===== src/rtl/rns2011_reverse_conv.sv =====
// Residue-to-binary converter for the {2011, 2^11} moduli pair.
// Rebuilds X = k*2^RW + r2 from (X mod MOD, X mod 2^RW) by serial mixed radix.
module rns2011_reverse_conv #(
   parameter int MOD = 2011,
   parameter int INV = 924,
   parameter int RW  = 11,
   parameter int IW  = 10
) (
   input  logic            clk,
   input  logic            rst,
   input  logic            in_valid,
   output logic            in_ready,
   input  logic [RW-1:0]   in_r1,
   input  logic [RW-1:0]   in_r2,
   output logic            out_valid,
   input  logic            out_ready,
   output logic [2*RW-1:0] out_x,
   output logic            out_err
);

   localparam int            CW = (IW > 1) ? $clog2(IW) : 1;
   localparam logic [RW:0]   M  = (RW+1)'(MOD);
   localparam logic [IW-1:0] IV = IW'(INV);

   typedef enum logic [1:0] {
      IDLE,
      PREP,
      MUL,
      DONE
   } state_e;

   state_e        state_q, state_d;
   logic [RW-1:0] r1_q, r1_d;
   logic [RW-1:0] r2_q, r2_d;
   logic [RW-1:0] d_q, d_d;
   logic [RW-1:0] acc_q, acc_d;
   logic [CW-1:0] idx_q, idx_d;
   logic          err_q, err_d;

   logic [RW:0]   r2r, diff;
   logic [RW:0]   t0, t1, t2;
   logic          r1_bad;

   always_ff @(posedge clk) begin
      if (rst) begin
         state_q <= IDLE;
         r1_q    <= '0;
         r2_q    <= '0;
         d_q     <= '0;
         acc_q   <= '0;
         idx_q   <= '0;
         err_q   <= 1'b0;
      end else begin
         state_q <= state_d;
         r1_q    <= r1_d;
         r2_q    <= r2_d;
         d_q     <= d_d;
         acc_q   <= acc_d;
         idx_q   <= idx_d;
         err_q   <= err_d;
      end
   end

   always_comb begin
      state_d   = state_q;
      r1_d      = r1_q;
      r2_d      = r2_q;
      d_d       = d_q;
      acc_d     = acc_q;
      idx_d     = idx_q;
      err_d     = err_q;
      in_ready  = 1'b0;
      out_valid = 1'b0;
      out_x     = '0;
      out_err   = 1'b0;

      r1_bad = ({1'b0, r1_q} >= M);
      r2r    = {1'b0, r2_q};
      if (r2r >= M) r2r = r2r - M;
      diff = {1'b0, r1_q} - r2r;
      if ({1'b0, r1_q} < r2r) diff = diff + M;

      // one MSB-first step of acc = d*INV mod MOD
      t0 = {acc_q, 1'b0};
      t1 = (t0 >= M) ? t0 - M : t0;
      t2 = t1 + {1'b0, d_q};
      if (t2 >= M) t2 = t2 - M;
      if (!IV[idx_q]) t2 = t1;

      unique case (state_q)
         IDLE: begin
            in_ready = 1'b1;
            if (in_valid) begin
               r1_d    = in_r1;
               r2_d    = in_r2;
               state_d = PREP;
            end
         end
         PREP: begin
            acc_d   = '0;
            err_d   = r1_bad;
            d_d     = diff[RW-1:0];
            idx_d   = CW'(IW-1);
            state_d = MUL;
            // bad r1: one zero-d drain step, so the flag lands a cycle later
            if (r1_bad) begin
               d_d   = '0;
               idx_d = '0;
            end
         end
         MUL: begin
            acc_d = t2[RW-1:0];
            idx_d = idx_q - CW'(1);
            if (idx_q == '0) state_d = DONE;
         end
         DONE: begin
            out_valid = 1'b1;
            out_err   = err_q;
            if (!err_q) out_x = {acc_q, r2_q};
            if (out_ready) state_d = IDLE;
         end
         default: state_d = IDLE;
      endcase
   end

endmodule


===== config.mk =====
export PLATFORM = sky130hd
export DESIGN_NAME = rns2011_reverse_conv
export DESIGN_NICKNAME = d
export VERILOG_FILES = /design/src/rtl/rns2011_reverse_conv.sv
export SDC_FILE = /design/constraint.sdc
export NUM_CORES = 1
export LEC_CHECK = 0
export ABC_CLOCK_PERIOD_IN_PS = 7500
export CAP_MARGIN = 20
export CORE_MARGIN = 2
export CORE_UTILIZATION = 50
export CTS_CLUSTER_DIAMETER = 30
export DETAILED_ROUTE_END_ITERATION = 6
export PLACE_DENSITY = 0.75
export SLEW_MARGIN = 0
export SYNTH_ARGS = -nofsm -noshare
export SYNTH_HDL_FRONTEND = slang
export SYNTH_SLANG_ARGS = --single-unit

===== constraint.sdc =====
create_clock -name clk -period 7.5 [get_ports clk]
set_clock_uncertainty 0.15 [all_clocks]
set_input_delay 1.875 -clock clk [delete_from_list [all_inputs] [get_ports clk]]
set_output_delay 1.875 -clock clk [all_outputs]
set_load 0.005 [all_outputs]

; After elaboration in Yosys (flattened, before gate mapping)
; Memory sizes are Yosys's and may differ from the RTL's. A register that Yosys moved wholly into a read port is not among the register bits.
; Index checks and enable logic that the tools add are counted.
[classes]
addsub = 7
order_cmp = 6
n_eq_ne = 6
muxes = 21
reduce_logical = 5
[ops]
columns = operator, n
row1 = 11-bit two-way mux, 4
row2 = 22-bit two-way mux, 2
row3 = "12-bit by 11-bit greater-or-equal comparator with 1-bit output, second input constant", 2
row4 = 12-bit two-way mux, 2
row5 = "11-bit greater-or-equal comparator, second input constant", 2
row6 = 11-bit case mux with 2 select lines, 1
row7 = 12-bit by 11-bit adder with 12-bit output, 1
row8 = 11-bit by 12-bit < comparator with 1-bit output, 1
row9 = 4-bit two-way mux, 3
row10 = "11-bit by 11-bit subtractor with 12-bit output, second input constant", 1
row11 = "12-bit by 11-bit subtractor with 12-bit output, second input constant", 1
row12 = "11-bit adder, second input constant", 1
row13 = 11-bit subtractor, 1
row14 = "11-bit subtractor, second input constant", 1
row15 = 2-bit case mux with 4 select lines, 1
row16 = 4-bit case mux with 2 select lines, 1
row17 = 2-bit two-way mux, 3
row18 = "2-bit != test, second input constant", 3
row19 = "4-bit by 5-bit < comparator with 1-bit output, second input constant", 1
row20 = "2-bit equality test, second input constant", 2
row21 = 4-bit logical NOT, 1
row22 = 1-bit two-way mux, 4
row23 = "4-bit by 1-bit subtractor with 4-bit output, second input constant", 1
row24 = 3-bit AND reduction, 1
row25 = 4 further kinds, 4
[word_totals]
regBits = 51
mem_bits_ro = 16
elab_cells = 53
memories = 1
[memory_table]
columns = memory, words, width, rd, rd_ports_with_merged_regs, wr, line_no
row1 = (name not given), 16, 1, 1, 1, 0, 88  ; if (!IV[idx_q]) t2 = t1;

; Logic depth before layout (Yosys ltp)
; Gate-level depths: netlist of run 1.
[depth]
word_depth = 7
depth_mapped = 17
depth_no_buf = 16

; Worst setup path after synthesis of run 1
; No wires, ideal clock.
[synth_path]
path_type = register -> register
startpoint = reg acc_q[1]
endpoint = reg acc_q[7]
arrival_ns = 3.889
t_required_ns = 7.292
slack_ns = 3.403
stages_incl_launch_ff = 18
path_cell_list = dfxtp_1 ha_1 a21o_1 a31oi_1 inv_1 and2_1 and3_1 xor2_1 ha_1 buf_6 and4_4 a221o_1 or3_1 o211ai_2 nor2_2 a211o_1 a311oi_1 a21o_1
[synth_between]
elab_chain_len = 7
elab_cells_between_ends = 9
cone_classes = 3 x add/sub / 2 x order compare / 4 x mux
[synth_rtl]
columns = element, line_no
row1 = from (decl), 36  ; logic [RW-1:0] acc_q, acc_d;
row2 = from (signal assigned), 50  ; acc_q <= '0;
row3 = from (signal assigned), 58  ; acc_q <= acc_d;
row4 = 12-bit by 11-bit subtractor with 12-bit output / 12-bit by 11-bit greater-or-equal comparator with 1-bit output (equally long branches), 85  ; t1 = (t0 >= M) ? t0 - M : t0;
row5 = 12-bit two-way mux (*), 85
row6 = 12-bit by 11-bit adder with 12-bit output, 86  ; t2 = t1 + {1'b0, d_q};
row7 = 11-bit subtractor / 12-bit by 11-bit greater-or-equal comparator with 1-bit output (equally long branches), 87  ; if (t2 >= M) t2 = t2 - M;
row8 = 11-bit two-way mux, 87
row9 = 11-bit two-way mux (*), 88
row10 = 11-bit case mux with 2 select lines (*), 90  ; unique case (state_q)
; Every way passes the cells marked *; elsewhere a longest branch is shown, timed or not.
; A chain may end at the register's enable or synchronous reset.

; Worst setup path in the final report of run 1
[layout_path]
startpoint = reg acc_q[1]
endpoint = reg acc_q[6]
; The elaborated chain is that of the path after synthesis.

==> results of run 1 <==
## cells in the mapped netlist (3+ instances only)
library cell and n:
nand3_1 13, and3_1 7, nor3_1 13, xor2_1 14, mux2i_1 7, o21ai_0 24, a21o_1 9, o21a_1 6
o31ai_1 6, nand2_1 80, o21ai_1 9, a221o_1 3, dfxtp_1 52, ha_1 33, clkbuf_1 11, nor2_1 43
or3_1 6, nor2b_1 7, or2_2 5, a31oi_1 7, nor3b_1 3, inv_1 25, o21bai_1 5, nor4_1 4
a21oi_1 43, a22oi_1 5, nand2b_1 6, a211o_1 8, and2_1 26, xnor2_1 15, o211ai_1 5, or4_1 4
a211oi_1 7
## final timing paths
path,start,cells after the start,to,slack (ps)
min,d_q[4],2,d_q[4],320
max reg2reg,acc_q[1],16,acc_q[6],2810
min reg2reg,d_q[4],2,d_q[4],320
max,acc_q[1],16,acc_q[6],2810
## cell usage in the layout (no fill, tap or decap), drive strengths merged, types with 5 or more instances in the layout
| master | netlist | final |
|---|---|---|
| nand2 | 80 | 80 |
| dfxtp | 52 | 52 |
| clkdlybuf4s50 | 0 | 50 |
| nor2 | 45 | 45 |
| a21oi | 45 | 45 |
| ha | 33 | 33 |
| o21ai | 33 | 33 |
| and2 | 27 | 27 |
| inv | 25 | 26 |
| xnor2 | 15 | 15 |
| xor2 | 14 | 14 |
| nand3 | 13 | 13 |
| nor3 | 13 | 13 |
| a21o | 9 | 9 |
| a211oi | 9 | 9 |
| a211o | 8 | 8 |
| a31oi | 8 | 8 |
| mux2i | 8 | 8 |
| and3 | 7 | 7 |
| nor2b | 7 | 7 |
| or3 | 7 | 7 |
| o211ai | 7 | 7 |
| nand2b | 6 | 6 |
| o31ai | 6 | 6 |
| o21a | 6 | 6 |
| o21bai | 6 | 6 |
| a22oi | 5 | 5 |
| or2 | 5 | 5 |
| clkbuf | 11 | 5 |
| nor4 | 5 | 5 |
## sequential cells by signal, summed over array words and instances, names as in the netlist, named ones only
register  flops
acc_q        11
r2_q         11
r1_q         11
state_q       2
err_q         1
idx_q         4
d_q          11
## power groups by stage
stage	Sequential [W]	Clock (W)	Combinational, W
final	0.000395	0.000184	0.000885
after CTS	0.000394	0.000184	0.000874
after detailed placement	0.000400	0	0.000865
after global routing	0.000402	0.000194	0.000993
after floorplan	0.000378	0	0.000696
after global placement	0.000397	0	0.000842
## layout make-up
cell class	instances	area share
clock buffers	5	0.0135
multi-input cells	476	0.628
well taps	108	0.0266
inverters	25	0.0185
flip-flops and latches	52	0.205
clock inverters	3	0.00665
repair buffers	52	0.101
## cell families after synthesis
| logic type | count (synthesis) | synth area share |
|---|---|---|
| buffers and inverters | 41 | 0.0386 |
| AOI/OAI and AO/OA | 165 | 0.263 |
| xor gates and xnor gates | 29 | 0.0577 |
| adders and majority gates | 35 | 0.103 |
| and+or+nand+nor | 236 | 0.275 |
| DFF | 52 | 0.236 |
| muxes | 11 | 0.0267 |
## tightest hold or removal path: cells and delay by family, from the launching register on
family / cells / cell delay [ps]
simple gates: 1 / 50
compound gates: 1 / 50
flops: 1 / 330
## stage by stage
step	util	hold WS [ps]	total power (W)
finish	0.588	319	0.00146
global route	0.588	360	0.00159
CTS	0.587	323	0.00145
detailed placement	0.575	308	0.00127
global placement	0.575	302	0.00124
floorplan	-	282	0.00107
## routing by layer
| metal | up-vias | track usage | share of wire |
|---|---|---|---|
| li1 | 2150 | - | - |
| met1 | 2002 | 0.331 | 0.49 |
| met2 | 128 | 0.393 | 0.44 |
| met3 | 12 | 0.0487 | 0.052 |
| met4 | 0 | 0.0630 | 0.014 |
| met5 | - | 0 | 0 |
==> flow_metrics.py, run 1 <==
metrics = {
    "sta": {
        "setup_tns_ps": 0,
        "max_slew.worst_pin.slew_ps": 1060,
        "fin_crit_ps": 4690,
        "slew_violations": 0,
        "finalHoldViolCount": 0,
        "layout_setup_ws_ps": 2810,
        "fmax_mhz": 213,
        "finalSetupViolCount": 0,
        "fin_crit_sh": 0.625,
        "slew_headroom": 0.291,
        "rsz0062_at_grt": "no",
    },
    "power_and_ir_drop": {
        "p_int_w": 0.000763,
        "p_clk_frac": 0.126,
        "switching_share": 0.478,
        "p_leak_nw": 2.10,
        "pwr-share-comb": 0.605,
        "seq_power_share": 0.270,
        "power_per_cell_area_mw_per_mm2": 288,
        "peakVddDrop_uv": 155,
        "p_sw_w": 0.000700,
    },
    "synth": {
        "ys_ff_latch": 52,
        "synthCells": 569,
        "postSynth.asyncResetShare": 0,
        "synth_area_mm2": 0.00440,
        "synth_warnings": 0,
        "synth_area_leaders": "dfxtp_1, ha_1, nand2_1, a21oi_1, and2_1",
        "synth.avg_cell_area_um2": 7.74,
        "ys_seq_area_frac": 0.236,
        "yosysTopAreaCellShare": 0.236,
        "synthFlopType": "dfxtp_1",
        "synth_edf_count": 0,
        "synth_nets": 630,
        "netlist-cell-type-count": 76,
        "synth_top_cell_by_area": "dfxtp_1",
    },
    "critical_path": {
        "crit_slowest_cell": "dfxtp_1",
        "arrival_ps": 4760,
        "crit_top_cell": "ha_1",
        "cp-start-kind": "flip-flop",
        "worstSetupPathType": "reg2reg",
        "critPathCaptureType": "flip-flop",
        "crit_chain": "ha_1 > a21o_1 > a31oi_1 > inv_1 > and2_1 > and3_1 > xor2_1 > ha_1 > and4_4 > a221o_1 > or3_1 > o211ai_2 > nor2_2 > a21oi_4 > nor2_1 > o31ai_1",
        "worstPathMaxFanout": 9,
        "slowest_delay_ps": 400,
        "critPathTopFamily": "compound AO/OA/AOI/OAI gates",
        "crit_required_ps": 7570,
        "critPathBufInv": 1,
    },
    "clock_network": {
        "htree_levels": 2,
        "ctsResizeCount": 0,
        "cts_setup_buffers": 0,
        "clock_sinks": 52,
        "clk_pin_slew_ps": 110,
        "hold_buffers": 0,
        "worstSkewPairLatency_ps": 330,
        "clock_tree.root_cell": "clkbuf_8",
        "cts_buffer_depth": 2,
        "cts_made_buffers": 5,
        "cts_tree": "yes",
    },
    "routing": {
        "ant_nets": 0,
        "drcViolationCount": 0,
        "num_vias": 4292,
        "drt_iter0_drc": 292,
        "dr.pass1.iters": 5,
        "wirelength_um": 11500,
        "wl_per_cell_um": 15.9,
        "vias_per_cell": 5.95,
    },
    "placed_design": {
        "routabilityCongestion": 0.940,
        "pre_cts_slack_ps": 2900,
        "io_buffer_count": 50,
        "dpl_cell_area_mm2": 0.00497,
        "dp.cells": 712,
        "dp_hpwl_um": 8880,
    },
    "global_route": {
        "grt-ovfl-total": 0,
        "antenna_found_initial": 0,
        "grt_usage": 0.242,
        "grt_pass1_wl_um": 19500,
        "grt_max_degree": 41,
        "first_global_vias": 4248,
    },
    "floorplan": {
        "initial_core_util": 0.510,
        "fp.coreArea_mm2": 0.00864,
        "die_area_mm2": 0.00957,
        "die_y_um": 97.8,
        "io_pins": 51,
        "die_w_um": 97.8,
        "num_rows": 34,
    },
    "final_layout": {
        "diodes": 0,
        "nets": 673,
        "drive_gt1_frac": 0.0571,
        "ff_latch_area_mm2": 0.00104,
        "multi_input_area_mm2": 0.00319,
        "area_growth_pct": 15.4,
        "final_cell_count_no_fill": 721,
        "fin_area_mm2": 0.00508,
        "fillers": 804,
    },
    "outcome": {
        "status": "finished clean",
    },
    "run": {
        "max_cap_viol_count": 0,
    },
    "min_path": {
        "hold_class": "reg2reg",
    },
}
Note: power is estimated with default switching activity, not from simulation.
==> inputs of run 2 (changes only) <==
--- a/config.mk
+++ b/config.mk
@@ -5,13 +5,13 @@
 export SDC_FILE = /design/constraint.sdc
 export NUM_CORES = 1
 export LEC_CHECK = 0
-export ABC_CLOCK_PERIOD_IN_PS = 7500
+export ABC_CLOCK_PERIOD_IN_PS = 3930
 export CAP_MARGIN = 20
 export CORE_MARGIN = 2
 export CORE_UTILIZATION = 50
 export CTS_CLUSTER_DIAMETER = 30
 export DETAILED_ROUTE_END_ITERATION = 6
-export PLACE_DENSITY = 0.75
+export PLACE_DENSITY = 0.78
 export SLEW_MARGIN = 0
 export SYNTH_ARGS = -nofsm -noshare
 export SYNTH_HDL_FRONTEND = slang
==> constraint.sdc (replaced) <==
create_clock -name clk -period 3.93 [get_ports clk]
set_clock_uncertainty 0.15 [all_clocks]
set_input_delay 0.9825 -clock clk [delete_from_list [all_inputs] [get_ports clk]]
set_output_delay 0.9825 -clock clk [all_outputs]
set_load 0.005 [all_outputs]
==> flow_metrics.py, run 2 (synthesis results as in run 1) <==
metrics = {
    "outcome": {
        "status": "finished clean",
    },
    "run": {
        "max_cap_viol_count": 0,
    },
    "global_route": {
        "antenna_found_initial": 0,
        "grt_pass1_wl_um": 19800,
        "grt-ovfl-total": 0,
        "grt_usage": 0.242,
        "first_global_vias": 4282,
        "grt_max_degree": 23,
    },
    "final_layout": {
        "ff_latch_area_mm2": 0.00105,
        "final_cell_mix": "nand2_1, buf_4, clkdlybuf4s50_1, dfxtp_1",
        "layout_commonest_cell": "nand2_1",
        "final_cell_count_no_fill": 769,
        "multi_input_area_mm2": 0.00337,
        "nets": 722,
        "fin_util": 0.656,
        "drive_gt1_frac": 0.182,
        "area_growth_pct": 28.6,
        "fillers": 698,
        "diodes": 0,
    },
    "power_and_ir_drop": {
        "peakVddDrop_uv": 444,
        "switching_share": 0.449,
        "seq_power_share": 0.239,
        "p_int_w": 0.00173,
        "power_per_cell_area_mw_per_mm2": 554,
        "p_clk_frac": 0.141,
        "p_sw_w": 0.00141,
        "pwr-share-comb": 0.620,
        "p_leak_nw": 2.34,
    },
    "routing": {
        "ant_nets": 0,
        "wirelength_um": 12400,
        "vias_per_cell": 5.99,
        "dr.pass1.iters": 5,
        "num_vias": 4608,
        "drcViolationCount": 0,
        "drt_iter0_drc": 395,
        "wl_per_cell_um": 16.1,
    },
    "clock_network": {
        "clk_pin_slew_ps": 100,
        "worstSkewPairLatency_ps": 320,
        "clock_sinks": 52,
        "htree_levels": 2,
        "cts_made_buffers": 5,
        "cts_buffer_depth": 2,
        "clock_tree.root_cell": "clkbuf_8",
        "cts_tree": "yes",
    },
    "floorplan": {
        "num_rows": 34,
        "fp.coreArea_mm2": 0.00864,
        "initial_core_util": 0.510,
        "io_pins": 51,
        "die_w_um": 97.8,
        "die_y_um": 97.8,
        "die_area_mm2": 0.00957,
    },
    "min_path": {
        "min_from": "r1_q[6]",
        "hold_path_depth": 2,
        "hold_class": "reg2reg",
        "whs_endpoint": "r1_q[6]",
    },
    "sta": {
        "slew_violations": 0,
        "fin_crit_sh": 0.999,
        "layout_setup_ws_ps": 3.14,
        "finalSetupViolCount": 0,
        "rsz0062_at_grt": "yes",
        "fmax_mhz": 255,
        "max_slew.worst_pin.slew_ps": 1050,
        "fin_crit_ps": 3930,
        "finalHoldViolCount": 0,
        "slew_headroom": 0.291,
    },
    "critical_path": {
        "regToRegEndpoint": "d_q[9]",
        "r2r_slack_ps": 3,
        "cp-start-kind": "flip-flop",
        "crit_required_ps": 3980,
        "arrival_ps": 3980,
        "critPathCaptureType": "flip-flop",
        "rr_worst_depth": 16,
        "worstPathMaxFanout": 5,
        "worstSetupPathType": "reg2reg",
        "worstReg2RegStart": "r2_q[1]",
    },
    "placed_design": {
        "routabilityCongestion": 0.982,
        "dp.cells": 748,
        "pre_cts_slack_ps": -58.0,
        "io_buffer_count": 50,
        "dp_hpwl_um": 9180,
    },
}
run 2: changes by cell type in the layout (fill, tap and decap cells not counted), moves of 3 or more:
cell / change
ha_1: -6
buf_4: +49
dfxtp_1: -4
ha_2: +4
o21ai_2: +3
o21ai_0: -4
run 2: timing repair:
action                                  CTS  global route
hold buffers                              0             0
pin swaps                                 4            35
buffers inserted                          2            12
resized for setup                         6            38
endpoints found under the setup margin   10            17
run 2: final cells by class:
class,count,area share
Sequential cell,52,0.186
Timing Repair Buffer,101,0.156
Inverter,25,0.0166
Multi-Input combinational cell,476,0.595
Tap cell,108,0.0239
Clock buffer,5,0.0122
Clock inverter,2,0.0106
run 2: stage by stage:
step	setup TNS [ps]	power (W)	instance area, µm²	hold slack [ps]
floorplan	-15.5	0.00205	4420	282
global placement	0	0.00248	5260	301
detailed placement	-141	0.00255	5260	311
CTS	0	0.00301	5430	326
global route	-508	0.00335	5660	339
finish	0	0.00314	5660	326
run 2: layer usage:
metal  wire, µm  GRT usage  vias to the layer above  share of wire
met5          0          0                        -              0
met4        210     0.0556                        0          0.017
met3        648     0.0293                       26          0.052
met2       5870      0.408                      154           0.47
met1       5650      0.333                     2187           0.46
li1           -          -                     2241              -
run 2: worst max path at each step:
| stage | startpoint | to |
|---|---|---|
| CTS | acc_q[1] | acc_q[2] |
| global placement | acc_q[1] | acc_q[2] |
| global route | r2_q[1] | d_q[9] |
| finish | r2_q[1] | d_q[9] |
| floorplan | acc_q[1] | acc_q[7] |
| detailed placement | acc_q[1] | acc_q[2] |
run 2: worst max-delay path, stage by stage, from the launching register on:
cell      delay, ps
dfxtp_4         380
ha_4            160
o211ai_1        170
inv_1            80
o21ai_2         180
xnor2_1         150
ha_2            210
inv_2            50
fa_2            380
a21o_1          190
a21oi_4         230
o21bai_4         90
a221o_1         380
and4b_4         230
a211o_1         290
o211a_1         230
a211o_1         260
run 2: power by group through the flow:
stage	combinational (W)	sequential [W]	clock, W
6_report	0.00194	0.000749	0.000443
2_1_floorplan	0.00133	0.000721	0
3_3_place_gp	0.00172	0.000753	0
4_1_cts	0.00182	0.000744	0.000447
3_5_place_dp	0.00179	0.000755	0
5_1_grt	0.00212	0.000763	0.000463
==> inputs of run 3 (changes only) <==
--- a/config.mk
+++ b/config.mk
@@ -5,11 +5,13 @@
 export SDC_FILE = /design/constraint.sdc
 export NUM_CORES = 1
 export LEC_CHECK = 0
+export ABC_AREA = 0
 export ABC_CLOCK_PERIOD_IN_PS = 3930
 export CAP_MARGIN = 20
 export CORE_MARGIN = 2
 export CORE_UTILIZATION = 50
 export CTS_CLUSTER_DIAMETER = 30
+export CTS_CLUSTER_SIZE = 8
 export DETAILED_ROUTE_END_ITERATION = 6
 export PLACE_DENSITY = 0.78
 export SLEW_MARGIN = 0
==> results of run 3 <==
The final DEF is identical to that of run 2; final timing and power are the same.
